[src/rtl/riscv_pkg.sv]
// Shared RISC-V core parameters plus the data-memory arbiter's FSM states and request record.
package riscv_pkg;

  localparam int unsigned XLEN     = 32;
  localparam int unsigned MEM_SIZE = 1024;

  typedef enum logic [1:0] {
    IDLE  = 2'd0,
    ISSUE = 2'd1,
    WAIT  = 2'd2
  } arb_state_e;

  typedef struct packed {
    logic            we;
    logic [XLEN-1:0] addr;
    logic [XLEN-1:0] wdata;
    logic [3:0]      be;
  } arb_req_t;

endpackage

[src/rtl/dmem_arb_pick.sv]
// Combinational winner selection for the two data-memory requesters.
// DMEM_ARB_RR_EN selects round-robin on contention; otherwise requester 0 has fixed priority.
module dmem_arb_pick (
  input  logic [1:0] valid_i,
  input  logic       last_grant_i,
  output logic [1:0] grant_o
);

  always_comb begin
    grant_o = valid_i;
    if (valid_i == 2'b11) begin
`ifdef DMEM_ARB_RR_EN
      // The requester that did not win last time gets the slot.
      grant_o = last_grant_i ? 2'b01 : 2'b10;
`else
      grant_o = 2'b01;
`endif
    end
  end

`ifndef DMEM_ARB_RR_EN
  logic unused_last_grant;
  assign unused_last_grant = last_grant_i;
`endif

endmodule

[src/rtl/dmem_arbiter.sv]
// Two-requester valid/ready arbiter in front of a single-port, one-cycle-latency word memory.
// Define DMEM_ARB_RR_EN for round-robin on contention (default: requester 0 fixed priority).
module dmem_arbiter #(
  parameter int unsigned XLEN     = riscv_pkg::XLEN,
  parameter int unsigned MEM_SIZE = riscv_pkg::MEM_SIZE,
  localparam int unsigned AW      = $clog2(MEM_SIZE)
) (
  input  logic                 clk_i,
  input  logic                 rstn_i,
  input  logic [1:0]           req_valid_i,
  output logic [1:0]           req_ready_o,
  input  logic [1:0]           req_we_i,
  input  logic [1:0][XLEN-1:0] req_addr_i,
  input  logic [1:0][XLEN-1:0] req_wdata_i,
  input  logic [1:0][3:0]      req_be_i,
  output logic [1:0]           rsp_valid_o,
  output logic [XLEN-1:0]      rsp_rdata_o,
  output logic                 mem_en_o,
  output logic                 mem_we_o,
  output logic [AW-1:0]        mem_addr_o,
  output logic [3:0]           mem_be_o,
  output logic [XLEN-1:0]      mem_wdata_o,
  input  logic [XLEN-1:0]      mem_rdata_i,
  output logic                 busy_o
);

  import riscv_pkg::*;

  arb_state_e      state_q, state_d;
  logic            owner_q, owner_d;
  logic            we_q, we_d;
  logic            mem_en_q, mem_en_d;
  logic            mem_we_q, mem_we_d;
  logic [AW-1:0]   addr_q, addr_d;
  logic [3:0]      be_q, be_d;
  logic [XLEN-1:0] wdata_q, wdata_d;
  logic [1:0]      rsp_valid_q, rsp_valid_d;
  logic [XLEN-1:0] rsp_rdata_q, rsp_rdata_d;

  logic [1:0]      grant;
  logic            last_grant;
  logic            win;
  logic            accept;
  arb_req_t        req_sel;

  dmem_arb_pick u_pick (
    .valid_i      (req_valid_i),
    .last_grant_i (last_grant),
    .grant_o      (grant)
  );

  assign accept      = (state_q == IDLE) && (grant != 2'b00);
  assign win         = grant[1];
  assign req_ready_o = (state_q == IDLE) ? grant : 2'b00;
  assign busy_o      = (state_q != IDLE);

  always_comb begin
    req_sel.we    = req_we_i[win];
    req_sel.addr  = req_addr_i[win];
    req_sel.wdata = req_wdata_i[win];
    req_sel.be    = req_be_i[win];
  end

  // Only the word index is meaningful; byte offset and high bits wrap away.
  logic unused_addr_bits;
  assign unused_addr_bits = ^{req_sel.addr[XLEN-1:AW+2], req_sel.addr[1:0]};

`ifdef DMEM_ARB_RR_EN
  logic last_grant_q, last_grant_d;

  always_comb begin
    last_grant_d = last_grant_q;
    if (accept) last_grant_d = win;
  end

  always_ff @(posedge clk_i or negedge rstn_i) begin
    if (!rstn_i) last_grant_q <= 1'b1;
    else         last_grant_q <= last_grant_d;
  end

  assign last_grant = last_grant_q;
`else
  assign last_grant = 1'b1;
`endif

  always_comb begin
    state_d     = state_q;
    owner_d     = owner_q;
    we_d        = we_q;
    addr_d      = addr_q;
    be_d        = be_q;
    wdata_d     = wdata_q;
    mem_en_d    = 1'b0;
    mem_we_d    = 1'b0;
    rsp_valid_d = 2'b00;
    rsp_rdata_d = rsp_rdata_q;
    case (state_q)
      IDLE: begin
        if (accept) begin
          // Memory strobe is registered here so it is high during ISSUE.
          owner_d  = win;
          we_d     = req_sel.we;
          addr_d   = req_sel.addr[AW+1:2];
          be_d     = req_sel.be;
          wdata_d  = req_sel.wdata;
          mem_en_d = 1'b1;
          mem_we_d = req_sel.we;
          state_d  = ISSUE;
        end
      end
      ISSUE: state_d = WAIT;
      WAIT: begin
        rsp_rdata_d          = we_q ? '0 : mem_rdata_i;
        rsp_valid_d[owner_q] = 1'b1;
        state_d              = IDLE;
      end
      default: state_d = IDLE;
    endcase
  end

  always_ff @(posedge clk_i or negedge rstn_i) begin
    if (!rstn_i) begin
      state_q     <= IDLE;
      owner_q     <= 1'b0;
      we_q        <= 1'b0;
      mem_en_q    <= 1'b0;
      mem_we_q    <= 1'b0;
      addr_q      <= '0;
      be_q        <= '0;
      wdata_q     <= '0;
      rsp_valid_q <= 2'b00;
      rsp_rdata_q <= '0;
    end else begin
      state_q     <= state_d;
      owner_q     <= owner_d;
      we_q        <= we_d;
      mem_en_q    <= mem_en_d;
      mem_we_q    <= mem_we_d;
      addr_q      <= addr_d;
      be_q        <= be_d;
      wdata_q     <= wdata_d;
      rsp_valid_q <= rsp_valid_d;
      rsp_rdata_q <= rsp_rdata_d;
    end
  end

  assign mem_en_o    = mem_en_q;
  assign mem_we_o    = mem_we_q;
  assign mem_addr_o  = addr_q;
  assign mem_be_o    = be_q;
  assign mem_wdata_o = wdata_q;
  assign rsp_valid_o = rsp_valid_q;
  assign rsp_rdata_o = rsp_rdata_q;

endmodule

[config.mk]
export PLATFORM = sky130hd
export DESIGN_NAME = dmem_arbiter
export DESIGN_NICKNAME = d
export VERILOG_FILES = /design/src/rtl/riscv_pkg.sv /design/src/rtl/dmem_arb_pick.sv /design/src/rtl/dmem_arbiter.sv
export SDC_FILE = /design/constraint.sdc
export NUM_CORES = 1
export LEC_CHECK = 0
export ABC_AREA = 0
export CORE_MARGIN = 2
export CORE_UTILIZATION = 36
export DETAILED_ROUTE_END_ITERATION = 7
export MAX_ROUTING_LAYER = met4
export PLACE_DENSITY = 0.88
export SYNTH_ARGS = -nofsm -noshare
export SYNTH_HDL_FRONTEND = slang
export SYNTH_SLANG_ARGS = --single-unit
[constraint.sdc]
create_clock -name clk_i -period 1.7 [get_ports clk_i]
set_input_delay 0.17 -clock clk_i [delete_from_list [all_inputs] [get_ports clk_i]]
set_output_delay 0.17 -clock clk_i [all_outputs]
set_load 0.005 [all_outputs]
* After elaboration in Yosys (flattened, before gate mapping)
Index checks and enable logic that the tools add are counted.
W data, S select, Z words.
** Storage, ports and cells
- Bits of input ports :: 174
- Register bits after elaboration :: 86
- Logic and storage cells :: 43
- Output and inout bits :: 85
** Cells by class
- Eq/ne operators :: 4
- Muxes and demuxes :: 20
- Reductions and logical operators :: 6
- Magnitude comparators :: 3
** Operator list (number)
- $mux W32 :: 3
- $mux W12 :: 2
- $mux W2 :: 4
- $mux W4 :: 2
- $mux W1 :: 7
- $eq A2 B2 Y1 const B :: 2
- $lt A1 B2 Y1 const B :: 2
- $pmux W2 S2 :: 1
- $reduce_bool A2 Y1 :: 2
- $eq A2 B1 Y1 const B :: 1
- $logic_and A1 B1 Y1 :: 2
- $logic_not A2 Y1 :: 1
- $ne A2 B2 Y1 const B :: 1
- $reduce_and A2 Y1 :: 1
- $demux W1 S1 :: 1
- $ge A1 B1 Y1 const B :: 1

* Logic depth before layout (Yosys ltp)
Gate-level depths: netlist (run 1).
- Depth in word-level cells :: 6
- Mapped depth :: 6
- Depth with buffers taken out :: 4

* Cells and area by module
A second synthesis (run 1) with hierarchy kept.
** Second synthesis, totals
- Cell total of the unflattened synthesis :: 371
- Area total of the unflattened synthesis :: 3976.3 um^2
** By module, submodules not included
- dmem_arbiter :: instances 1, cells an instance 369, sequential area each 2152.1 um^2, area each 3966.3 um^2
- dmem_arb_pick :: instances 1, cells an instance 2, sequential area each 0.0 um^2, area each 10.0 um^2

* Worst setup path after synthesis (run 1)
OpenSTA, ideal clock, no wires.
- Kind :: flip-flop to flip-flop
- Start :: register state_q[1]
- End :: register wdata_q[10], in the netlist mem_wdata_o[10]
- Arrival time :: 1131 ps
- Stages on the path, launching flop included :: 7
- Setup time :: 125 ps
- Data required time :: 1575 ps
- Clock period less this slack :: 1256 ps
- Buffers on the path :: 2
- Slack :: 444 ps
- Cells stage by stage :: dfrtp_1 > nor2_2 > inv_1 > buf_2 > buf_2 > o21ai_0 > o21ai_1
** Between the ends
- Word-level cells in the longest chain between the ends :: 3
** Ends and longest elaborated chain
- start, declared :: line dmem_arbiter.sv:29 : arb_state_e state_q, state_d;
- start signal, assigned :: line dmem_arbiter.sv:134 : state_q <= state_d;
- $logic_not A2 Y1 * :: line dmem_arbiter.sv:52, dmem_arbiter.sv:97
- $logic_and A1 B1 Y1 :: line dmem_arbiter.sv:52 : assign accept = (state_q == IDLE) && (grant != 2'b00);
- $reduce_and A2 Y1 (no source line) *
- end signal, assigned :: line dmem_arbiter.sv:141 : wdata_q <= wdata_d;
- end, declared :: line dmem_arbiter.sv:36 : logic [XLEN-1:0] wdata_q, wdata_d;
Every way passes the cells marked *; elsewhere a longest branch is shown, timed or not.
A chain may end at the register's enable or synchronous reset.

* Final worst setup path (run 1)
- Start :: register state_q[0]
- End :: output req_ready_o[0]
** Between the ends
- Word-level cells in the longest chain between the ends :: 2
** Ends and longest elaborated chain
- $logic_not A2 Y1 :: line dmem_arbiter.sv:54 : assign req_ready_o = (state_q == IDLE) ? grant : 2'b00;
- $mux W2 :: line dmem_arbiter.sv:54
- end, declared :: line dmem_arbiter.sv:11 : output logic [1:0] req_ready_o,
Every way passes these cells.

==> results of run 1 <==
critical path, stage by stage (launching register included):
cell	delay, ns
sky130_fd_sc_hd__dfrtp_1	0.42
sky130_fd_sc_hd__nor2_4	0.13
sky130_fd_sc_hd__buf_4	0.14
sky130_fd_sc_hd__and2_1	0.14
sky130_fd_sc_hd__clkdlybuf4s15_1	0.24
cell type report:
class | instances | area [sq um] | share of cell area [%]
inverter | 5 | 18.8 | 0.293
multi-input combinational | 249 | 1530 | 23.9
clock inverter | 7 | 88.8 | 1.39
tap | 136 | 170 | 2.66
timing repair buffer | 231 | 2320 | 36.2
sequential | 86 | 2150 | 33.6
clock buffer | 9 | 124 | 1.94
cells in the mapped netlist (2+ instances only):
cell type | n | area [sq um]
sky130_fd_sc_hd__buf_12 | 3 | 60.1
sky130_fd_sc_hd__buf_2 | 9 | 45.0
sky130_fd_sc_hd__buf_4 | 2 | 15.0
sky130_fd_sc_hd__clkbuf_1 | 12 | 45.0
sky130_fd_sc_hd__clkbuf_2 | 3 | 15.0
sky130_fd_sc_hd__dfrtp_1 | 86 | 2150
sky130_fd_sc_hd__inv_1 | 5 | 18.8
sky130_fd_sc_hd__mux2i_1 | 46 | 460
sky130_fd_sc_hd__nand2_1 | 32 | 120
sky130_fd_sc_hd__nand2b_1 | 34 | 213
sky130_fd_sc_hd__nor2_1 | 5 | 18.8
sky130_fd_sc_hd__o21ai_0 | 87 | 435
sky130_fd_sc_hd__o21ai_1 | 38 | 190
power by group:
group,switching [mW],internal (mW)
Sequential,0.609,3.04
Combinational,1.92,2.75
Clock,0.809,0.721
worst paths after layout:
path / cells after the start / slack [ns] / from / to
setup / recovery: 4 / 0.12 / state_q[0]$_DFFE_PN0P_ / req_ready_o[0]
hold / removal: 2 / 0.33 / rstn_i / rsp_rdata_o[27]$_DFFE_PN0N_
setup reg to reg: 6 / 0.15 / state_q[0]$_DFFE_PN0P_ / we_q$_DFFE_PN0P_
hold reg to reg: 2 / 0.49 / rsp_rdata_o[17]$_DFFE_PN0N_ / rsp_rdata_o[17]$_DFFE_PN0N_
max in group asynchronous: 3 / 0.72 / rstn_i / state_q[0]$_DFFE_PN0P_
min in group clk_i: 3 / 0.38 / mem_rdata_i[12] / rsp_rdata_o[12]$_DFFE_PN0N_
cells by family (layout without fill, tap and decap cells):
| group | Yosys count | count (layout) | synth area share, % |
|---|---|---|---|
| AOI/OAI and AO/OA | 128 | 128 | 17.2 |
| buffers and inverters | 35 | 252 | 5.44 |
| DFF | 86 | 86 | 55.7 |
| and+or+nand+nor | 75 | 75 | 9.77 |
| muxes | 46 | 46 | 11.9 |
timing repair:
action / in CTS / in global routing
gates resized for setup: 4 / 2
hold buffers: 1 / 0
endpoints found under the setup margin: 3 / 2
pin swaps: 1 / 0
buffers inserted: 1 / 0
hold endpoints to repair: 40 / 0
through the flow:
| stage | hold slack, ns | total power, mW | area [sq um] | utilization [%] |
|---|---|---|---|---|
| global placement | 0.172 | 8.15 | 6170 | 59.5 |
| CTS | 0.336 | 9.97 | 6390 | 61.6 |
| floorplan | -0.126 | 5.37 | 3870 | - |
| detailed placement | 0.178 | 8.39 | 6170 | 59.5 |
| finish | 0.330 | 9.85 | 6400 | 61.7 |
| global route | 0.372 | 10.6 | 6400 | 61.7 |
flip-flops by register name, summed over array words and instances, names as in the netlist:
name	flops
mem_wdata_o	32
mem_addr_o	10
mem_en_o	1
mem_be_o	4
rsp_rdata_o	32
owner_q	1
state_q	2
we_q	1
rsp_valid_o	2
mem_we_o	1
metal layers:
layer | share of wire [%] | GRT usage, %
met1 | 41 | 23.8
met3 | 7.3 | 4.00
met5 | 0 | -
met4 | 1.8 | 6.68
met2 | 50 | 35.2
==> flow_summary.yaml, run 1 <==
finish:
  num-fill-cells: 839
  layout.cells.most_common_list: "sky130_fd_sc_hd__clkdlybuf4s50_1, sky130_fd_sc_hd__o21ai_0, sky130_fd_sc_hd__dfrtp_1"
  mostFrequentLayoutCell: "sky130_fd_sc_hd__clkdlybuf4s50_1"
  non_filler_cells_in_the_finished_layout: 723
  num_antenna_cells: 0
  final_nets: 756
  flow.area_growth_from_synthesis_pct: 65.5
  final_layout_size_suffix_gt1_share_pct: 6.81
placed_design:
  preCtsSetupSlack_ns: -0.0210
  detailed_place_hpwl_microns: 8400
  numPortBuffers: 214
  placed_cells_incl_taps: 705
  gp_congestion: 0.772
logic_synthesis:
  ys_seq_area_share_pct: 55.7
  yosysWarningCount: 0
  syn_avg_cell_area_sq_um: 10.4
  postSynth.topFlopCell: "sky130_fd_sc_hd__dfrtp_1"
  synth_cell_types: 21
  synth-edff-count: 0
  synthesis.area_sq_um: 3870
  synth_async_sr_flop_share_pct: 100
  synthesis.nets: 544
  register_bit_total_from_synthesis: 86
  netlist_instances: 370
drt:
  finalWirelength_microns: 11100
  drt_pass1_iterations: 4
  detailroute.via_count: 3527
  remaining_drc_errors: 0
  postRouteAntennaNets: 0
  drt-vias-per-instance: 4.88
  drtIter0Drc: 199
  avgRoutedWirePerCell_microns: 15.4
timing:
  totalNegativeSetupSlack_ns: 0
  period_minus_slack_ns: 1.58
  pin_slew_with_the_least_headroom_to_its_limit_ns: 0.851
  grt_setup_unrepaired: "false"
  setup_slack_ns: 0.122
  hold_viol: 0
  clock.fmax_mhz: 634
  worst_clock_skew_ns: 0.0117
  setup-violations-final: 0
  final-max-slew-violation-count: 0
  crit_share_post_route_pct: 92.8
  max_slew_margin_pct: 43.3
clocking:
  clock-root-buffer: "sky130_fd_sc_hd__clkbuf_8"
  cts_buffers: 9
  clk_pin_slew_worst_paths_ns: 0.10
  worstSkewPairLatency_ns: 0.35
  ctsHtreeMaxLevel: 3
  clk_path_buf_depth: 2
  tritoncts: "yes"
  cts.sinks: 86
critical_path:
  arrival_time_of_data_at_the_critical_path_endpoint_ns: 1.41
  maximum_net_fanout_on_the_critical_path: 3
  startpoint_type: "flop"
  worst_path_class_setup: "reg2out"
  cp.required_ns: 1.53
  endpoint_kind: "output port"
job:
  timing.max_cap.violations: 0
global_routing:
  overflow: 0
  first_global_vias: 3735
  grt_usage_pct: 20.3
  antenna_found_initial: 0
  grt_max_degree: 67
  wire_length_of_the_first_global_routing_pass_microns: 18000
pwr:
  power.ir.vdd_worst_uv: 739
  pwr_density_cell_nw_per_um2: 1540
  static-leakage-power_nw: 2.84
outcome:
  run_status: "complete, no violations"
floorplan:
  fp-row-count: 37
  core-area_sq_um: 10400
  io-pin-count: 259
  floorplan.initialDensity_pct: 37.3
  chipWidth_microns: 108
  die_h_microns: 108
  die-area_sq_um: 11600
min_path:
  hold_class: "in2async"
Power figures use the tool's default switching activity.
==> run 2: changes to the inputs <==
--- a/config.mk
+++ b/config.mk
@@ -6,11 +6,13 @@
 export NUM_CORES = 1
 export LEC_CHECK = 0
 export ABC_AREA = 0
+export CAP_MARGIN = 20
 export CORE_MARGIN = 2
 export CORE_UTILIZATION = 36
 export DETAILED_ROUTE_END_ITERATION = 7
 export MAX_ROUTING_LAYER = met4
 export PLACE_DENSITY = 0.88
+export SKIP_CTS_REPAIR_TIMING = 1
 export SYNTH_ARGS = -nofsm -noshare
 export SYNTH_HDL_FRONTEND = slang
 export SYNTH_SLANG_ARGS = --single-unit
==> run 2 against run 1 <==
Against the previous run:
- sequential cell count stayed put
- maximum frequency is 3.4% lower
- final cell count decreased by 0.14%
- sequential power barely moved
- die area did not move
- design area unchanged
- sequential share of layout area unchanged
- total power about the same
- utilization unchanged
- largest power group unchanged
- non-clock buffer count is 1 lower
- combinational power about the same
- critical path depth is 1 lower
==> flow_summary.yaml, run 2 (synthesis gave the netlist of run 1 again) <==
critical_path:
  arrival_time_of_data_at_the_critical_path_endpoint_ns: 1.46
  cp_slowest_stage_delay_ns: 0.52
  maximum_net_fanout_on_the_critical_path: 5
  cp_num_buf_inv: 2
  cp.required_ns: 1.53
  worst_path_class_setup: "reg2out"
  startpoint_type: "flop"
  endpoint_kind: "output port"
  critical_path.top_delay_family: "buffers and inverters"
  path_cells: "nor2_4 -> inv_2 -> clkdlybuf4s50_1"
  critical-path-slowest-cell: "sky130_fd_sc_hd__clkdlybuf4s50_1"
timing:
  hold_viol: 0
  grt_setup_unrepaired: "false"
  period_minus_slack_ns: 1.63
  final-max-slew-violation-count: 0
  max_slew_margin_pct: 44.2
  clock.fmax_mhz: 612
  crit_share_post_route_pct: 96.1
  setup_slack_ns: 0.0667
  pin_slew_with_the_least_headroom_to_its_limit_ns: 0.837
  setup-violations-final: 0
  worst_clock_skew_ns: 0.0117
global_routing:
  grt_max_degree: 67
  grt_usage_pct: 20.3
  wire_length_of_the_first_global_routing_pass_microns: 18000
  overflow: 0
  first_global_vias: 3736
  antenna_found_initial: 0
clocking:
  cts.sinks: 86
  worstSkewPairLatency_ns: 0.35
  clk_pin_slew_worst_paths_ns: 0.10
  tritoncts: "yes"
  clock-root-buffer: "sky130_fd_sc_hd__clkbuf_8"
  clk_path_buf_depth: 2
  ctsHtreeMaxLevel: 3
  cts_buffers: 9
pwr:
  pwr_density_cell_nw_per_um2: 1540
  power.ir.vdd_worst_uv: 739
  static-leakage-power_nw: 2.86
floorplan:
  die-area_sq_um: 11600
  floorplan.initialDensity_pct: 37.3
  die_h_microns: 108
  chipWidth_microns: 108
  core-area_sq_um: 10400
  io-pin-count: 259
  fp-row-count: 37
min_path:
  hold_class: "in2async"
finish:
  flow.area_growth_from_synthesis_pct: 65.5
  regArea_sq_um: 2150
  mostFrequentLayoutCell: "sky130_fd_sc_hd__clkdlybuf4s50_1"
  finalInstanceArea_sq_um: 6400
  layout.cells.most_common_list: "sky130_fd_sc_hd__clkdlybuf4s50_1, sky130_fd_sc_hd__o21ai_0, sky130_fd_sc_hd__dfrtp_1"
  num-fill-cells: 836
  final_layout_size_suffix_gt1_share_pct: 6.66
  final_nets: 755
  num_antenna_cells: 0
  multiInputGateArea_sq_um: 1530
  utilization_pct: 61.7
placed_design:
  preCtsSetupSlack_ns: -0.0210
  numPortBuffers: 214
  gp_congestion: 0.772
  detailed_place_hpwl_microns: 8400
  place_area_sq_um: 6170
drt:
  drtIter0Drc: 189
  finalWirelength_microns: 11100
  avgRoutedWirePerCell_microns: 15.4
  detailroute.via_count: 3516
  drt_pass1_iterations: 4
  remaining_drc_errors: 0
  postRouteAntennaNets: 0
  drt-vias-per-instance: 4.87
outcome:
  run_status: "complete, no violations"
job:
  timing.max_cap.violations: 0
==> run 2: changes by cell type in the layout (fill, tap and decap cells not counted), sizes merged <==
cell / delta
clkdlybuf4s15: -1
dlymetal6s2s: +2
dlygate4sd2: -2
clkdlybuf4s50: +1
buf: -1
==> run 2: power by group <==
group	internal, mW	switching (mW)
Combinational	2.74	1.92
Clock	0.721	0.808
Sequential	3.04	0.607
Total	6.50	3.34
==> run 2: worst paths after layout <==
kind                       depth (start not counted)  slack (ns)                     endpoint                   startpoint
max                                                3        0.07                       busy_o       state_q[1]$_DFFE_PN0P_
min                                                2        0.33  rsp_rdata_o[27]$_DFFE_PN0N_                       rstn_i
max reg2reg                                        5        0.25             we_q$_DFFE_PN0P_       state_q[0]$_DFFE_PN0P_
min reg2reg                                        2        0.49  rsp_rdata_o[17]$_DFFE_PN0N_  rsp_rdata_o[17]$_DFFE_PN0N_
max in group asynchronous                          3        0.72       state_q[0]$_DFFE_PN0P_                       rstn_i
min in group clk_i                                 3        0.38  rsp_rdata_o[12]$_DFFE_PN0N_              mem_rdata_i[12]
==> run 2: final cells by class <==
type	count	area share, %
Tap cell	136	2.66
Sequential cell	86	33.6
Multi-Input combinational cell	249	23.9
Inverter	5	0.293
Timing Repair Buffer	230	36.2
Clock buffer	9	1.94
Clock inverter	7	1.39
==> run 2: per-layer routing <==
layer	global-route usage [%]	vias to the layer above	part of all wire, %	routed length, microns
li1	-	1684	-	-
met1	23.8	1656	42	4650
met2	35.1	157	49	5490
met3	4.06	19	7.0	779
met4	6.68	0	1.8	199
met5	-	-	0	0
==> run 2: through the flow <==
step | hold slack (ns) | total power [mW] | TNS, ns | std cells
floorplan | -0.126 | 5.37 | 0 | 370
global placement | 0.172 | 8.15 | 0 | 705
detailed placement | 0.178 | 8.39 | -0.0306 | 705
CTS | -0.218 | 9.96 | -0.514 | 721
global route | 0.372 | 10.6 | 0 | 722
finish | 0.330 | 9.84 | 0 | 722
